File: config.mk
export PLATFORM = sky130hd
export DESIGN_NAME = cpu_seq_ctrl
export DESIGN_NICKNAME = d
export VERILOG_FILES = /design/src/rtl/cpu_seq_pkg.sv /design/src/rtl/cpu_seq_ctrl_if.sv /design/src/rtl/cpu_seq_decode.sv /design/src/rtl/cpu_seq_ctrl.sv
export SDC_FILE = /design/constraint.sdc
export NUM_CORES = 1
export LEC_CHECK = 0
export ABC_AREA = 1
export BUFFER_PORTS_ARGS = -buffer_cell sky130_fd_sc_hd__buf_2
export CAP_MARGIN = 20
export CORE_MARGIN = 2
export CORE_UTILIZATION = 38
export DETAILED_ROUTE_END_ITERATION = 8
export PLACE_DENSITY = 0.76
export SETUP_SLACK_MARGIN = 0.05
export SYNTH_ARGS = -nofsm -noshare
export SYNTH_HDL_FRONTEND = slang
export SYNTH_HIERARCHICAL = 1
export SYNTH_SLANG_ARGS = --single-unit
File: constraint.sdc
create_clock -name clk -period 1.73 [get_ports clk]
set_clock_uncertainty 0.15 [all_clocks]
set_input_delay 0.173 -clock clk [delete_from_list [all_inputs] [get_ports clk]]
set_output_delay 0.173 -clock clk [all_outputs]
set_load 0.03 [all_outputs]
File: src/rtl/cpu_seq_pkg.sv
// cpu_seq_pkg: shared types and encodings for the CPU sequencer.
// Holds the FSM state enum, the RV32 major-opcode constants, the
// instruction-class enum produced by the decoder, and the mux-select
// encodings driven onto the datapath.
package cpu_seq_pkg;

  typedef enum logic [2:0] {
    IDLE,
    F_REQ,
    F_WAIT,
    DECODE,
    EXEC,
    M_REQ,
    M_WAIT,
    TRAP
  } state_t;

  typedef enum logic [2:0] {
    CLS_ALU,
    CLS_LOAD,
    CLS_STORE,
    CLS_BRANCH,
    CLS_JAL,
    CLS_ILLEGAL
  } ins_class_t;

  // Major opcodes (IR[6:0])
  localparam logic [6:0] OPC_OP     = 7'b0110011;
  localparam logic [6:0] OPC_OP_IMM = 7'b0010011;
  localparam logic [6:0] OPC_LOAD   = 7'b0000011;
  localparam logic [6:0] OPC_STORE  = 7'b0100011;
  localparam logic [6:0] OPC_BRANCH = 7'b1100011;
  localparam logic [6:0] OPC_JAL    = 7'b1101111;

  // Bus address select
  localparam logic [1:0] ADDR_PC   = 2'd0;
  localparam logic [1:0] ADDR_ALU  = 2'd1;
  // Bus write-data select
  localparam logic [2:0] DATA_NONE = 3'd0;
  localparam logic [2:0] DATA_RS2  = 3'd2;
  // Register-file write mux
  localparam logic [2:0] REG_ALU   = 3'd0;
  localparam logic [2:0] REG_PC    = 3'd3;
  localparam logic [2:0] REG_LOAD  = 3'd5;
  // PC source
  localparam logic [1:0] PC_PLUS4  = 2'd0;
  localparam logic [1:0] PC_ALU    = 2'd1;
  // ALU operand-1 select
  localparam logic [1:0] ALU1_REG  = 2'd0;
  localparam logic [1:0] ALU1_PC   = 2'd1;

endpackage

File: src/rtl/cpu_seq_ctrl_if.sv
// cpu_seq_ctrl_if: link between the sequencer FSM (master) and the
// instruction decoder (slave). The master presents the latched opcode,
// the slave returns the instruction class and its legality.
interface cpu_seq_ctrl_if;
  import cpu_seq_pkg::*;

  logic [6:0] opcode;
  ins_class_t cls;
  logic       legal;

  modport master (output opcode, input cls, input legal);
  modport slave  (input opcode, output cls, output legal);
endinterface

File: src/rtl/cpu_seq_decode.sv
// cpu_seq_decode: purely combinational classification of the latched
// opcode into an instruction class plus a legality flag.
module cpu_seq_decode
  import cpu_seq_pkg::*;
(
  cpu_seq_ctrl_if.slave dec
);

  // Opcode -> class; anything unrecognised is illegal
  always_comb begin
    dec.cls   = CLS_ILLEGAL;
    dec.legal = 1'b0;
    case (dec.opcode)
      OPC_OP, OPC_OP_IMM: begin dec.cls = CLS_ALU;    dec.legal = 1'b1; end
      OPC_LOAD:           begin dec.cls = CLS_LOAD;   dec.legal = 1'b1; end
      OPC_STORE:          begin dec.cls = CLS_STORE;  dec.legal = 1'b1; end
      OPC_BRANCH:         begin dec.cls = CLS_BRANCH; dec.legal = 1'b1; end
      OPC_JAL:            begin dec.cls = CLS_JAL;    dec.legal = 1'b1; end
      default:            ;
    endcase
  end

endmodule

File: src/rtl/cpu_seq_ctrl.sv
// cpu_seq_ctrl: multi-cycle instruction sequencer (fetch, decode,
// execute, optional memory access). Optional bus watchdog enabled by
// defining CPU_SEQ_TIMEOUT_EN; without it the wait states wait forever.
module cpu_seq_ctrl
  import cpu_seq_pkg::*;
#(
  parameter int unsigned TIMEOUT_CYC = 255,
  parameter logic [31:0] RESET_PC    = 32'h0000_0000
) (
  input  logic        clk,
  input  logic        rst_n,
  input  logic        RUN,
  output logic        start_transaction,
  output logic        mode,
  input  logic        rdata_valid,
  input  logic        write_done,
  input  logic [31:0] rdata,
  output logic [1:0]  addr_CS,
  output logic [2:0]  data_CS,
  output logic [1:0]  PC_CS,
  output logic        PC_mode,
  output logic        PC_EN,
  output logic [2:0]  reg_CS,
  output logic        reg_wen,
  output logic        ALU_mode,
  output logic [1:0]  ALU_CS,
  output logic [31:0] IR,
  output logic [4:0]  rs1,
  output logic [4:0]  rs2,
  output logic [4:0]  rd,
  output logic [31:0] rst_pc,
  output logic        halted
);

  state_t      r_state;
  state_t      w_state_next;
  logic [31:0] r_ir;
  logic        r_halted;
  logic        w_rd_nz;
  logic        w_zero;
  logic        w_is_store;
  logic        w_wd_expired;

  cpu_seq_ctrl_if u_dec_if ();
  assign u_dec_if.opcode = r_ir[6:0];

  cpu_seq_decode u_decode (
    .dec (u_dec_if.slave)
  );

  assign w_rd_nz    = |r_ir[11:7];
  assign w_zero     = (rdata == 32'd0);
  assign w_is_store = (u_dec_if.cls == CLS_STORE);

`ifdef CPU_SEQ_TIMEOUT_EN
  localparam int WD_W = (TIMEOUT_CYC > 255) ? $clog2(TIMEOUT_CYC + 1) : 8;
  logic [WD_W-1:0] r_wd_cnt;
  logic            w_in_wait;

  assign w_in_wait    = (r_state == F_WAIT) || (r_state == M_WAIT);
  // Fires on the last permitted wait cycle so TRAP follows exactly TIMEOUT_CYC waits
  assign w_wd_expired = w_in_wait && (r_wd_cnt == WD_W'(TIMEOUT_CYC - 1));

  // Count consecutive wait-state cycles; every exit from a wait passes a non-wait state
  always_ff @(posedge clk) begin
    if (!rst_n)         r_wd_cnt <= '0;
    else if (w_in_wait) r_wd_cnt <= r_wd_cnt + 1'b1;
    else                r_wd_cnt <= '0;
  end
`else
  assign w_wd_expired = 1'b0;
`endif

  // State, instruction and sticky halt registers
  always_ff @(posedge clk) begin
    if (!rst_n) begin
      r_state  <= IDLE;
      r_ir     <= 32'd0;
      r_halted <= 1'b0;
    end else begin
      r_state <= w_state_next;
      if (r_state == F_WAIT && rdata_valid) r_ir <= rdata;
      if (w_state_next == TRAP)             r_halted <= 1'b1;
    end
  end

  // Next state and strobes; everything is forced low while reset is asserted
  always_comb begin
    w_state_next      = r_state;
    start_transaction = 1'b0;
    mode              = 1'b0;
    addr_CS           = ADDR_PC;
    data_CS           = DATA_NONE;
    PC_CS             = PC_PLUS4;
    PC_mode           = 1'b0;
    PC_EN             = 1'b0;
    reg_CS            = REG_ALU;
    reg_wen           = 1'b0;
    ALU_mode          = 1'b0;
    ALU_CS            = ALU1_REG;
    if (rst_n) begin
      case (r_state)
        IDLE: if (RUN && !r_halted) w_state_next = F_REQ;
        F_REQ: begin
          start_transaction = 1'b1;
          w_state_next      = F_WAIT;
        end
        F_WAIT: begin
          if (rdata_valid)       w_state_next = DECODE;
          else if (w_wd_expired) w_state_next = TRAP;
        end
        DECODE: w_state_next = u_dec_if.legal ? EXEC : TRAP;
        EXEC: begin
          w_state_next = IDLE;
          case (u_dec_if.cls)
            CLS_ALU: begin
              reg_wen = w_rd_nz;
              PC_EN   = 1'b1;
            end
            CLS_BRANCH: begin
              ALU_mode = 1'b1;
              PC_EN    = 1'b1;
              if (w_zero) begin
                PC_mode = 1'b1;
                PC_CS   = PC_ALU;
              end
            end
            CLS_JAL: begin
              reg_wen = w_rd_nz;
              reg_CS  = REG_PC;
              ALU_CS  = ALU1_PC;
              PC_CS   = PC_ALU;
              PC_EN   = 1'b1;
            end
            CLS_LOAD, CLS_STORE: w_state_next = M_REQ;
            default:             w_state_next = TRAP;
          endcase
        end
        M_REQ, M_WAIT: begin
          // Address/direction/data selects stay valid for the whole access
          addr_CS = ADDR_ALU;
          if (w_is_store) begin
            mode    = 1'b1;
            data_CS = DATA_RS2;
          end
          if (r_state == M_REQ) begin
            start_transaction = 1'b1;
            w_state_next      = M_WAIT;
          end else if (w_is_store ? write_done : rdata_valid) begin
            PC_EN        = 1'b1;
            w_state_next = IDLE;
            if (!w_is_store) begin
              reg_wen = w_rd_nz;
              reg_CS  = REG_LOAD;
            end
          end else if (w_wd_expired) begin
            w_state_next = TRAP;
          end
        end
        TRAP:    w_state_next = TRAP;
        default: w_state_next = IDLE;
      endcase
    end
  end

  assign IR     = r_ir;
  assign rs1    = r_ir[19:15];
  assign rs2    = r_ir[24:20];
  assign rd     = r_ir[11:7];
  assign rst_pc = RESET_PC;
  assign halted = r_halted;

endmodule

==> results_tabular.tex, run 1 <==
\begin{tabular}{lr}
\hline
Metric & Value \\
\hline
\multicolumn{2}{l}{\textbf{Drt}} \\
\quad Routed wire length per instance & roughly 12 µm \\
\quad Length of the first detailed-routing pass in iterations & 4 \\
\quad Residual antenna-violating net count after detailed routing & 0 \\
\quad Via count of the routed design & 2,197 \\
\quad Routed wire length & 5740 µm \\
\quad Vias/cell & 4.47 \\
\quad DRC marker count from the first detailed-route iteration & 71 \\
\quad Number of remaining DRC errors & 0 \\
\multicolumn{2}{l}{\textbf{Pwr}} \\
\quad Cell-internal power & $\sim$1.6 mW \\
\quad Pleak & 1.56 nW \\
\quad Sequential share of power & 38.8\% \\
\quad Switching power as a share of total power & between 30 and 40\% \\
\quad Portion of total power attributed to combinational logic & around a third \\
\quad Power per unit of standard cell area & about 800 nW/µm² \\
\quad Power share of the clock group & 28.5\% \\
\quad Worst IR Drop VDD & 0.000684 V \\
\quad Reported net switching power & 0.928 mW \\
\multicolumn{2}{l}{\textbf{STA}} \\
\quad Final cycle utilization of the critical path & 130\% \\
\quad FMAX & 444 MHz \\
\quad Shortest clock period the worst path allows after layout & approximately 2300 ps \\
\quad Number of slew-limit violations in the final report & 0 \\
\quad Minimum setup slack in the final design & -520 ps \\
\quad Final setup violation count & 15 \\
\quad Unrepaired setup endpoints after global routing & true \\
\quad Total count of hold-check failures in the final report & 0 \\
\quad Total Negative Setup Slacks & -5760 ps \\
\multicolumn{2}{l}{\textbf{Setup path}} \\
\quad Cell chain of the critical path & inv\_2 -> nand2\_4 -> nor2\_4 -> nand2\_2 -> nand3\_4 -> nand2\_4 -> nor2\_4 -> inv\_2 -> buf\_4 -> nor3\_2 -> buf\_4 \\
\quad Critical-path cell with the highest stage delay & dfxtp\_4 \\
\quad Type of destination of the critical path & primary output \\
\quad Largest fanout on the critical path & 3 \\
\quad Length in cells of the worst reg-to-reg path & 16 \\
\quad Critical Path AT & between 1500 and 2000 ps \\
\quad Setup slack of the worst register-to-register path & -340 ps \\
\quad Critical path required time & 1410 ps \\
\quad Slowest Stage Delay on Critical Path & 350 ps \\
\quad Type of the setup path with the least slack & reg2out \\
\quad Kind of start point of the critical path & register \\
\multicolumn{2}{l}{\textbf{Placement}} \\
\quad Routability congestion estimate from global placement & 0.852 \\
\quad Detail Placement HPWL & 4200 µm \\
\quad Count of buffers inserted at the top-level ports & 97 \\
\multicolumn{2}{l}{\textbf{Global routing}} \\
\quad Gr ovfl total & 0 \\
\quad Antenna violations before repair & 0 \\
\quad Vias in the first global route & between 1,500 and 2,000 \\
\quad Maximum number of pins on one net before global-route repair & 37 \\
\quad GRT Overall Usage & 17.8\% \\
\quad Wire length of the first global-routing pass & 8850 µm \\
\multicolumn{2}{l}{\textbf{Floorplan}} \\
\quad Die width & around 80 µm \\
\quad Die area & 6170 µm² \\
\quad Starting utilization of the core area & about two fifths \\
\quad I/O Pins & approximately 140 \\
\quad Row count & 27 \\
\quad Core region area & 5440 µm² \\
\quad Overall die height & 78.5 µm \\
\multicolumn{2}{l}{\textbf{Synth}} \\
\quad Leading area contributor after synthesis & dfxtp\_1 \\
\quad Mapped Cells & 311 \\
\quad Number of unique standard cell types used by synthesis & 24 \\
\quad Mean area per synthesized cell & 6.79 µm² \\
\quad Synth area leaders & dfxtp\_1 (34\%), buf\_4 (19\%), nor2\_1 (15\%) \\
\quad Mapped Area & 2110 µm² \\
\quad EDFF count, synth & 0 \\
\quad Async set or reset register ratio after synthesis & 0\% \\
\quad Share of the synthesized area in the top cell type & $\sim$34\% \\
\quad Warnings from Yosys & 6 \\
\quad Sequential cell area fraction in the yosys report & 34.1\% \\
\quad Most used flip-flop cell after synthesis & dfxtp\_1 \\
\quad Count of state elements after synthesis & 36 \\
\multicolumn{2}{l}{\textbf{Finish}} \\
\quad Commonest cells after routing, fill and taps aside & buf\_2 (84), nor2\_1 (75), conb\_1 (37) \\
\quad Count of antenna diodes in the layout & 0 \\
\quad Share of final-layout standard cells stronger than drive strength 1 & between 40\% and 50\% \\
\quad FILL cells & roughly 530 \\
\quad Most common cell after layout, fill and taps aside & buf\_2 \\
\quad Area growth from synthesis to final layout & 47.9\% \\
\quad Layout net count & 455 \\
\quad Final core occ & approximately 57\% \\
\multicolumn{2}{l}{\textbf{CTS}} \\
\quad Clock buffer depth & 2 \\
\quad H-Tree Depth & 2 \\
\quad Clock Sink Count & 36 \\
\quad CTS root buffer & clkbuf\_8 \\
\quad TritonCTS clock tree & done \\
\quad CTS Buf Count & 5 \\
\quad Clock slew seen by the registers of the worst setup and hold paths & 70 ps \\
\quad Hold-fix buffers, CTS & 0 \\
\quad Later-pin clock latency in the skew report & 280 ps \\
\multicolumn{2}{l}{\textbf{Worst hold path}} \\
\quad Number of cells on the worst hold path & 3 \\
\quad Class of the tightest hold or removal check & in2reg \\
\multicolumn{2}{l}{\textbf{Flow run}} \\
\quad Number of max-cap violations & 0 \\
\multicolumn{2}{l}{\textbf{Run status}} \\
\quad Violations in the final reports & setup timing \\
\quad Result of the run & finished, violations left \\
\hline
\end{tabular}
## critical path: cells and delay by family, from the launching register on
| kind | cells | cell delay [ps] |
|---|---|---|
| buffers and inverters | 4 | 460 |
| DFF | 1 | 350 |
| and+or+nand+nor | 7 | 820 |
## synth_stat cells, types with 2 or more instances
cell type  instances
nor4_1             9
buf_2              4
a21oi_2            3
clkbuf_1           7
inv_1             21
nand2_2            4
o21ai_0           34
dfxtp_1           36
buf_4             53
nand4_1            3
nor2_4             2
nand3_1            6
nor3_1             9
nand2_1           27
nor2_1            84
## cell type report
| class | instances | area, µm² | area share [%] |
|---|---|---|---|
| clock inverters | 3 | 37.5 | 1.20 |
| inverters | 22 | 92.6 | 2.97 |
| multi-input cells | 225 | 1280 | 41.0 |
| well taps | 72 | 90.1 | 2.89 |
| flip-flops and latches | 36 | 748 | 24.0 |
| repair buffers | 128 | 803 | 25.7 |
| clock buffers | 5 | 68.8 | 2.20 |
## what timing repair did
item                       CTS  global route
hold endpoints to repair     0             0
buffers inserted             3             6
pin swaps                   13             9
resized for setup           34            30
cloned                       0             0
setup endpoints to repair   16            17
## kinds of logic after synthesis
family | count (synthesis) | share of synthesized area, %
AOI/OAI and AO/OA | 41 | 10.6
buffers and inverters | 86 | 25.0
DFF | 36 | 34.1
other | 1 | 0.178
and+or+nand+nor | 147 | 30.2
## per-stage QoR
| step | std cells | worst slack, ps | power, mW | area (µm²) | hold WS [ps] |
|---|---|---|---|---|---|
| final | 491 | -520 | 2.49 | 3120 | 8.11 |
| after global routing | 491 | -643 | 2.64 | 3120 | 9.53 |
| after CTS | 486 | -473 | 2.49 | 3000 | 2.36 |
| after detailed placement | 475 | -282 | 1.76 | 2750 | 298 |
| after global placement | 475 | -193 | 1.74 | 2750 | 286 |
| after floorplan | 347 | -246 | 1.63 | 2450 | 187 |
## routing by layer
layer / share of wire [%] / up-vias / global-route usage [%]
met5: 0 / - / 0
met4: 0.85 / 0 / 5.26
met3: 5.3 / 5 / 3.45
met2: 52 / 75 / 32.7
met1: 41 / 1002 / 20.7
li1: - / 1115 / -
## sequential cells by signal (all words and copies together), names as in the netlist
signal	flops
IR	32
r_state	3
halted	1
## worst paths after layout
check,from,to
min,rdata[1],IR[1]$_SDFFE_PN0P_
max,IR[3]$_SDFFE_PN0P_,ALU_CS[0]
max reg2reg,IR[5]$_SDFFE_PN0P_,halted$_SDFFE_PN0N_
min reg2reg,halted$_SDFFE_PN0N_,halted$_SDFFE_PN0N_
## power groups by stage
stage          registers [mW]  clock network, mW  logic, mW
6_report                0.968              0.712      0.814
3_5_place_dp            0.982                  0      0.774
3_3_place_gp            0.978                  0      0.767
5_1_grt                 0.978              0.777      0.887
4_1_cts                 0.967              0.732      0.788
2_1_floorplan            1.10                  0      0.527
Power figures use the tool's default switching activity.
==> inputs of run 2 (changes only) <==
Settings changed: ABC_AREA 1 to not set, CAP_MARGIN 20 to not set, CORE_UTILIZATION 38 to 39, PLACE_DENSITY 0.76 to 0.77.
==> results_tabular.tex, run 2 <==
\begin{tabular}{lr}
\hline
Metric & Value \\
\hline
\multicolumn{2}{l}{\textbf{Pwr}} \\
\quad Pleak & 1.53 nW (-1.5\%) \\
\quad Switching power as a share of total power & 38.2\% (+0.99 points) \\
\quad Worst IR Drop VDD & 0.000407 V (-41\%) \\
\quad Power share of the clock group & 22.9\% (-5.6 points) \\
\quad Power per unit of standard cell area & 726 nW/µm² (-9.1\%) \\
\quad Sequential share of power & 38.8\% (about the same) \\
\quad Cell-internal power & 1.51 mW (-3.8\%) \\
\quad Reported net switching power & 0.931 mW (+0.34\%) \\
\quad Total power & 2.44 mW (-2.3\%) \\
\quad Portion of total power attributed to combinational logic & 38.3\% (+5.7 points) \\
\multicolumn{2}{l}{\textbf{Drt}} \\
\quad Routed wire length & 6340 µm (+10\%) \\
\quad Number of remaining DRC errors & 0 (unchanged) \\
\quad Residual antenna-violating net count after detailed routing & 0 (unchanged) \\
\quad Routed wire length per instance & 13.2 µm (+13\%) \\
\quad Via count of the routed design & 2,242 (+2.0\%) \\
\quad Vias/cell & 4.68 (+4.6\%) \\
\quad DRC marker count from the first detailed-route iteration & 54 (-24\%) \\
\quad Length of the first detailed-routing pass in iterations & 5 (+1) \\
\multicolumn{2}{l}{\textbf{Floorplan}} \\
\quad Overall die height & 78.3 µm (-0.29\%) \\
\quad Die area & 6130 µm² (-0.57\%) \\
\quad Starting utilization of the core area & 39.8\% (+1.0 points) \\
\quad I/O Pins & 135 (unchanged) \\
\quad Die width & 78.3 µm (-0.29\%) \\
\quad Row count & 27 (unchanged) \\
\quad Core region area & 5410 µm² (-0.62\%) \\
\multicolumn{2}{l}{\textbf{Synth}} \\
\quad Synth area leaders & dfxtp\_1 (33\%), buf\_4 (18\%), nand2\_1 (13\%) \\
\quad Share of the synthesized area in the top cell type & 33.5\% (-0.67 points) \\
\quad Leading area contributor after synthesis & dfxtp\_1 \\
\quad EDFF count, synth & 0 (unchanged) \\
\quad Sequential cell area fraction in the yosys report & 33.5\% (-0.67 points) \\
\quad Warnings from Yosys & 6 (unchanged) \\
\quad Most common library cells after synthesis & nand2\_1 (73), buf\_4 (53), dfxtp\_1 (36) \\
\quad Number of unique standard cell types used by synthesis & 42 (+75\%) \\
\quad Mean area per synthesized cell & 7.80 µm² (+15\%) \\
\quad Cell with the most instances after synthesis & nand2\_1 \\
\quad Mapped Area & 2150 µm² (+2.0\%) \\
\quad Count of state elements after synthesis & 36 (unchanged) \\
\quad Most used flip-flop cell after synthesis & dfxtp\_1 \\
\quad Async set or reset register ratio after synthesis & 0\% (unchanged) \\
\quad Mapped Cells & 276 (-11\%) \\
\multicolumn{2}{l}{\textbf{Setup path}} \\
\quad Type of the setup path with the least slack & reg2out \\
\quad Type of destination of the critical path & primary output \\
\quad Beginning of the worst register-to-register path & IR[4]\$\_SDFFE\_PN0P\_ \\
\quad Kind of start point of the critical path & register \\
\quad Critical path required time & 1410 ps (about the same) \\
\quad End of the worst register-to-register path & halted\$\_SDFFE\_PN0N\_ \\
\quad Setup slack of the worst register-to-register path & -870 ps (-530 ps) \\
\quad Length in cells of the worst reg-to-reg path & 9 (-7) \\
\quad Largest fanout on the critical path & 2 (-1) \\
\quad Critical Path AT & 2430 ps (+500 ps) \\
\multicolumn{2}{l}{\textbf{Global routing}} \\
\quad Wire length of the first global-routing pass & 10,000 µm (+13\%) \\
\quad Gr ovfl total & 0 (unchanged) \\
\quad Antenna violations before repair & 0 (unchanged) \\
\quad Maximum number of pins on one net before global-route repair & 38 (+2.7\%) \\
\quad GRT Overall Usage & 20.6\% (+2.8 points) \\
\quad Vias in the first global route & 2,119 (+6.5\%) \\
\multicolumn{2}{l}{\textbf{Worst hold path}} \\
\quad Number of cells on the worst hold path & 3 (unchanged) \\
\quad Capture endpoint of the worst hold path & IR[19]\$\_SDFFE\_PN0P\_ \\
\quad Worst hold start & rdata[19] \\
\quad Class of the tightest hold or removal check & in2reg \\
\multicolumn{2}{l}{\textbf{Finish}} \\
\quad Layout net count & 444 (-2.4\%) \\
\quad Area growth from synthesis to final layout & 56.0\% \\
\quad Max FFs per register & 32 (unchanged) \\
\quad Non-filler cells, final & 479 (-2.4\%) \\
\quad Most common cell after layout, fill and taps aside & buf\_2 \\
\quad Final core occ & 62.1\% (+4.7 points) \\
\quad Share of final-layout standard cells stronger than drive strength 1 & 43.7\% (-5.9 points) \\
\quad Count of antenna diodes in the layout & 0 (unchanged) \\
\quad Commonest cells after routing, fill and taps aside & buf\_2 (86), nand2\_1 (70), conb\_1 (37) \\
\quad Final Cell Area & 3360 µm² (+7.6\%) \\
\multicolumn{2}{l}{\textbf{STA}} \\
\quad Shortest clock period the worst path allows after layout & 2750 ps (+502 ps) \\
\quad Final setup violation count & 15 (unchanged) \\
\quad Final cycle utilization of the critical path & 159\% (+29 points) \\
\quad FMAX & 363 MHz (-18\%) \\
\quad Total Negative Setup Slacks & -12,390 ps (-6630 ps) \\
\quad Worst slack on hold paths & 9.15 ps (+1.04 ps) \\
\quad Total count of hold-check failures in the final report & 0 (unchanged) \\
\quad Unrepaired setup endpoints after global routing & true \\
\quad Number of slew-limit violations in the final report & 0 (unchanged) \\
\quad Minimum setup slack in the final design & -1020 ps (-502 ps) \\
\multicolumn{2}{l}{\textbf{Placement}} \\
\quad Detail Placement HPWL & 4210 µm (+0.36\%) \\
\quad Dpl ws & -722 ps (-439 ps) \\
\quad Routability congestion estimate from global placement & 0.849 (-0.36\%) \\
\quad Area after DPL & 2780 µm² (+1.0\%) \\
\quad Count of buffers inserted at the top-level ports & 97 (unchanged) \\
\quad Placed cell count & 439 (-7.6\%) \\
\multicolumn{2}{l}{\textbf{CTS}} \\
\quad CTS root buffer & clkbuf\_8 \\
\quad Clock slew seen by the registers of the worst setup and hold paths & 70 ps (about the same) \\
\quad TritonCTS clock tree & done \\
\quad Clock Sink Count & 36 (unchanged) \\
\quad H-Tree Depth & 2 (unchanged) \\
\quad Clock buffer depth & 2 (unchanged) \\
\quad CTS Buf Count & 5 (unchanged) \\
\quad Later-pin clock latency in the skew report & 280 ps (about the same) \\
\multicolumn{2}{l}{\textbf{Run status}} \\
\quad Result of the run & finished, violations left \\
\quad Violations in the final reports & setup timing \\
\multicolumn{2}{l}{\textbf{Flow run}} \\
\quad Number of max-cap violations & 0 (unchanged) \\
\hline
\end{tabular}
## run 2: routing by layer
layer / global-route usage [%] / vias to the layer above / routed length [µm]
met1: 22.1 / 1046 / 2490
met4: 6.67 / 0 / 105
li1: - / 1095 / -
met3: 4.02 / 14 / 305
met5: 0 / - / 0
met2: 40.0 / 87 / 3440
## run 2: final cells by class
cell class	instances	area (µm²)
Sequential cell	36	746
Clock buffer	6	72.6
Fill cell	507	2050
Tap cell	72	90.1
Timing Repair Buffer	157	1140
Multi-Input combinational cell	205	1290
Clock inverter	1	5.00
Inverter	2	7.51
## run 2: worst max path at each step
stage / startpoint / end / slack, ps / cells after the start
after floorplan: IR[4]$_SDFFE_PN0P_ / PC_CS[0] / -850 / 6
after global placement: IR[4]$_SDFFE_PN0P_ / PC_EN / -700 / 8
after detailed placement: IR[4]$_SDFFE_PN0P_ / PC_EN / -720 / 8
after CTS: IR[4]$_SDFFE_PN0P_ / PC_EN / -950 / 8
after global routing: IR[4]$_SDFFE_PN0P_ / PC_CS[0] / -1110 / 10
final: IR[4]$_SDFFE_PN0P_ / PC_EN / -1020 / 8
## run 2: power groups by stage
| stage | combinational (mW) | clock (mW) | sequential [mW] |
|---|---|---|---|
| 3_5_place_dp | 0.831 | 0 | 0.962 |
| 3_3_place_gp | 0.823 | 0 | 0.958 |
| 6_report | 0.933 | 0.559 | 0.946 |
| 5_1_grt | 0.997 | 0.614 | 0.955 |
| 4_1_cts | 0.903 | 0.584 | 0.946 |
| 2_1_floorplan | 0.560 | 0 | 1.05 |
## run 2: timing repair
action,in CTS,in global routing
hold endpoints to repair,25,0
endpoints found under the setup margin,16,16
pin swaps,13,8
cloned,0,0
resized for setup,38,16
setup buffers,8,5
hold buffers,25,0
## run 2: cell families (layout without fill, tap and decap cells)
group	after synthesis	after routing	synth area share, %
flip-flops	36	36	33.5
other	1	37	0.174
buffers and inverters	71	166	22.0
multiplexers	1	1	0.697
XOR/XNOR	1	1	0.407
AO/OA/AOI/OAI	52	52	18.3
AND/OR/NAND/NOR	114	114	24.9
## run 2: critical path: stages (launching register included)
cell and delay [ps]:
dfxtp_4 340, nand2b_4 140, buf_6 110, a2111o_1 450, or3b_4 420, mux2_4 340
a21oi_4 170, nor3_4 50, buf_6 130
==> inputs of run 3 (changes only) <==
Settings changed: CORE_UTILIZATION 39 to 43, PLACE_DENSITY 0.77 to 0.81.
Clock period 1.73 ns to 3.1 ns, I/O delays scaled along.
==> results_tabular.tex, run 3 (synthesized netlist as in run 2, its figures left out) <==
\begin{tabular}{lr}
\hline
Metric & Value \\
\hline
\multicolumn{2}{l}{\textbf{Run status}} \\
\quad Result of the run & complete, no violations \\
\multicolumn{2}{l}{\textbf{Placement}} \\
\quad Routability congestion estimate from global placement & 0.918 (+8.2\%) \\
\quad Count of buffers inserted at the top-level ports & 97 (unchanged) \\
\quad Area after DPL & 2430 µm² (-13\%) \\
\quad Detail Placement HPWL & 3830 µm (-9.2\%) \\
\multicolumn{2}{l}{\textbf{Flow run}} \\
\quad Number of max-cap violations & 0 (unchanged) \\
\multicolumn{2}{l}{\textbf{Global routing}} \\
\quad Wire length of the first global-routing pass & 7540 µm (-25\%) \\
\quad Maximum number of pins on one net before global-route repair & 38 (unchanged) \\
\quad Vias in the first global route & 1,652 (-22\%) \\
\quad GRT Overall Usage & 17.4\% (-3.2 points) \\
\quad Gr ovfl total & 0 (unchanged) \\
\quad Antenna violations before repair & 0 (unchanged) \\
\multicolumn{2}{l}{\textbf{Drt}} \\
\quad Residual antenna-violating net count after detailed routing & 0 (unchanged) \\
\quad Routed wire length per instance & 12.0 µm (-9.3\%) \\
\quad Via count of the routed design & 1,943 (-13\%) \\
\quad DRC marker count from the first detailed-route iteration & 74 (+37\%) \\
\quad Routed wire length & 5040 µm (-20\%) \\
\quad Number of remaining DRC errors & 0 (unchanged) \\
\quad Length of the first detailed-routing pass in iterations & 4 (-1) \\
\quad Vias/cell & 4.63 (-1.2\%) \\
\multicolumn{2}{l}{\textbf{Setup path}} \\
\quad Cell chain of the critical path & nand2b\_4 -> or3\_1 -> a21o\_1 -> or3b\_4 -> mux2\_4 -> a21oi\_2 -> nor3\_1 -> buf\_4 \\
\quad Type of destination of the critical path & primary output \\
\quad Critical Path AT & 2540 ps (+110 ps) \\
\quad Type of the setup path with the least slack & reg2out \\
\quad Largest delay share family, worst path & simple AND/OR/NAND/NOR gates \\
\quad Critical path required time & 2640 ps (+1230 ps) \\
\quad Largest fanout on the critical path & 4 (+2) \\
\quad Slowest Stage Delay on Critical Path & 430 ps (-20 ps) \\
\quad Kind of start point of the critical path & register \\
\quad Critical-path cell with the highest stage delay & or3b\_4 \\
\quad Buffers plus inverters on the worst setup path & 1 (-1) \\
\multicolumn{2}{l}{\textbf{Pwr}} \\
\quad Power per unit of standard cell area & 490 nW/µm² (-33\%) \\
\quad Pleak & 1.21 nW (-21\%) \\
\quad Worst IR Drop VDD & 0.000251 V (-38\%) \\
\quad Total power & 1.26 mW (-48\%) \\
\multicolumn{2}{l}{\textbf{CTS}} \\
\quad Clock Sink Count & 36 (unchanged) \\
\quad Clock buffer depth & 2 (unchanged) \\
\quad Clock slew seen by the registers of the worst setup and hold paths & 70 ps (about the same) \\
\quad TritonCTS clock tree & done \\
\quad Hold-fix buffers, CTS & 0 (-100\%) \\
\quad CTS root buffer & clkbuf\_8 \\
\quad H-Tree Depth & 2 (unchanged) \\
\quad CTS Buf Count & 5 (unchanged) \\
\quad Later-pin clock latency in the skew report & 280 ps (about the same) \\
\multicolumn{2}{l}{\textbf{STA}} \\
\quad Shortest clock period the worst path allows after layout & 3000 ps \\
\quad Final cycle utilization of the critical path & 96.7\% \\
\quad Final setup violation count & 0 (-15) \\
\quad Number of slew-limit violations in the final report & 0 (unchanged) \\
\quad Unrepaired setup endpoints after global routing & false \\
\quad FMAX & about 330 MHz \\
\quad Max-slew headroom at the worst pin & 28.1\% \\
\quad Slew at the pin closest to its max-slew limit & 1080 ps \\
\quad Worst slack on hold paths & 128 ps (+119 ps) \\
\quad Total count of hold-check failures in the final report & 0 (unchanged) \\
\multicolumn{2}{l}{\textbf{Floorplan}} \\
\quad Row count & 25 (-7.4\%) \\
\quad Starting utilization of the core area & 45.0\% (+5.2 points) \\
\quad Die width & 74.8 µm (-4.5\%) \\
\quad Die area & 5590 µm² (-8.8\%) \\
\quad Overall die height & 74.8 µm (-4.5\%) \\
\quad I/O Pins & 135 (unchanged) \\
\quad Core region area & 4790 µm² (-11\%) \\
\multicolumn{2}{l}{\textbf{Worst hold path}} \\
\quad Class of the tightest hold or removal check & in2reg \\
\multicolumn{2}{l}{\textbf{Finish}} \\
\quad Commonest cells after routing, fill and taps aside & buf\_2 (96), nand2\_1 (73), conb\_1 (37) \\
\quad Area growth from synthesis to final layout & 19.1\% \\
\quad Layout net count & 389 (-12\%) \\
\quad Share of final-layout standard cells stronger than drive strength 1 & 36.5\% (-7.2 points) \\
\quad Final core occ & 53.6\% (-8.5 points) \\
\quad Area occupied by multi-input gates & 1130 µm² (-13\%) \\
\quad Max FFs per register & 32 (unchanged) \\
\quad Final Cell Area & 2560 µm² (-24\%) \\
\quad FF+latch area & 727 µm² (-2.5\%) \\
\quad FILL cells & 495 (-2.4\%) \\
\quad Most common cell after layout, fill and taps aside & buf\_2 \\
\quad Count of antenna diodes in the layout & 0 (unchanged) \\
\hline
\end{tabular}
## run 3: final timing paths
kind	startpoint	end	slack, ps	cells after the start
hold / removal	rdata[10]	IR[10]$_SDFFE_PN0P_	130	3
setup reg to reg	IR[4]$_SDFFE_PN0P_	halted$_SDFFE_PN0N_	520	8
hold reg to reg	IR[22]$_SDFFE_PN0P_	IR[22]$_SDFFE_PN0P_	310	2
setup / recovery	IR[4]$_SDFFE_PN0P_	PC_EN	100	8
## run 3: what timing repair did
item / CTS / global route
endpoints found under the setup margin: 0 / 1
buffers inserted: 0 / 3
resized for setup: 0 / 8
## run 3: area by class of cell
cell class              instances  area share [%]
clock inverters                 1           0.293
inverters                       2           0.293
repair buffers                102            20.5
flip-flops and latches         36            28.3
clock buffers                   7            3.37
well taps                      67            3.27
multi-input cells             205            44.0
## run 3: power by group
group	leakage [nW]	switching [mW]	internal, mW
combinational	0.869	0.254	0.107
clock	0.0445	0.160	0.181
sequential	0.295	0.0555	0.500
total	1.21	0.469	0.787
## run 3: metal layers
layer  share of wire (%)  routed length, µm  vias to the layer above  GRT usage, %
li1                    -                  -                      987             -
met5                   0                  0                        -             0
met1                  43               2160                      877          21.8
met4                0.44                 22                        0          4.17
met2                  50               2510                       77          30.7
met3                 6.7                339                        2          3.61
## run 3: stage by stage
step	setup slack [ps]	TNS (ps)	cells
finish	102	0	420
global route	31.7	0	420
CTS	86.1	0	417
detailed placement	433	0	409
global placement	496	0	409
floorplan	-13.2	-13.2	312
## run 3: worst min-delay path: cells and delay by family
kind            cells  cell delay [ps]
buf+inv             1              110
simple gates        1               50
compound gates      1               50
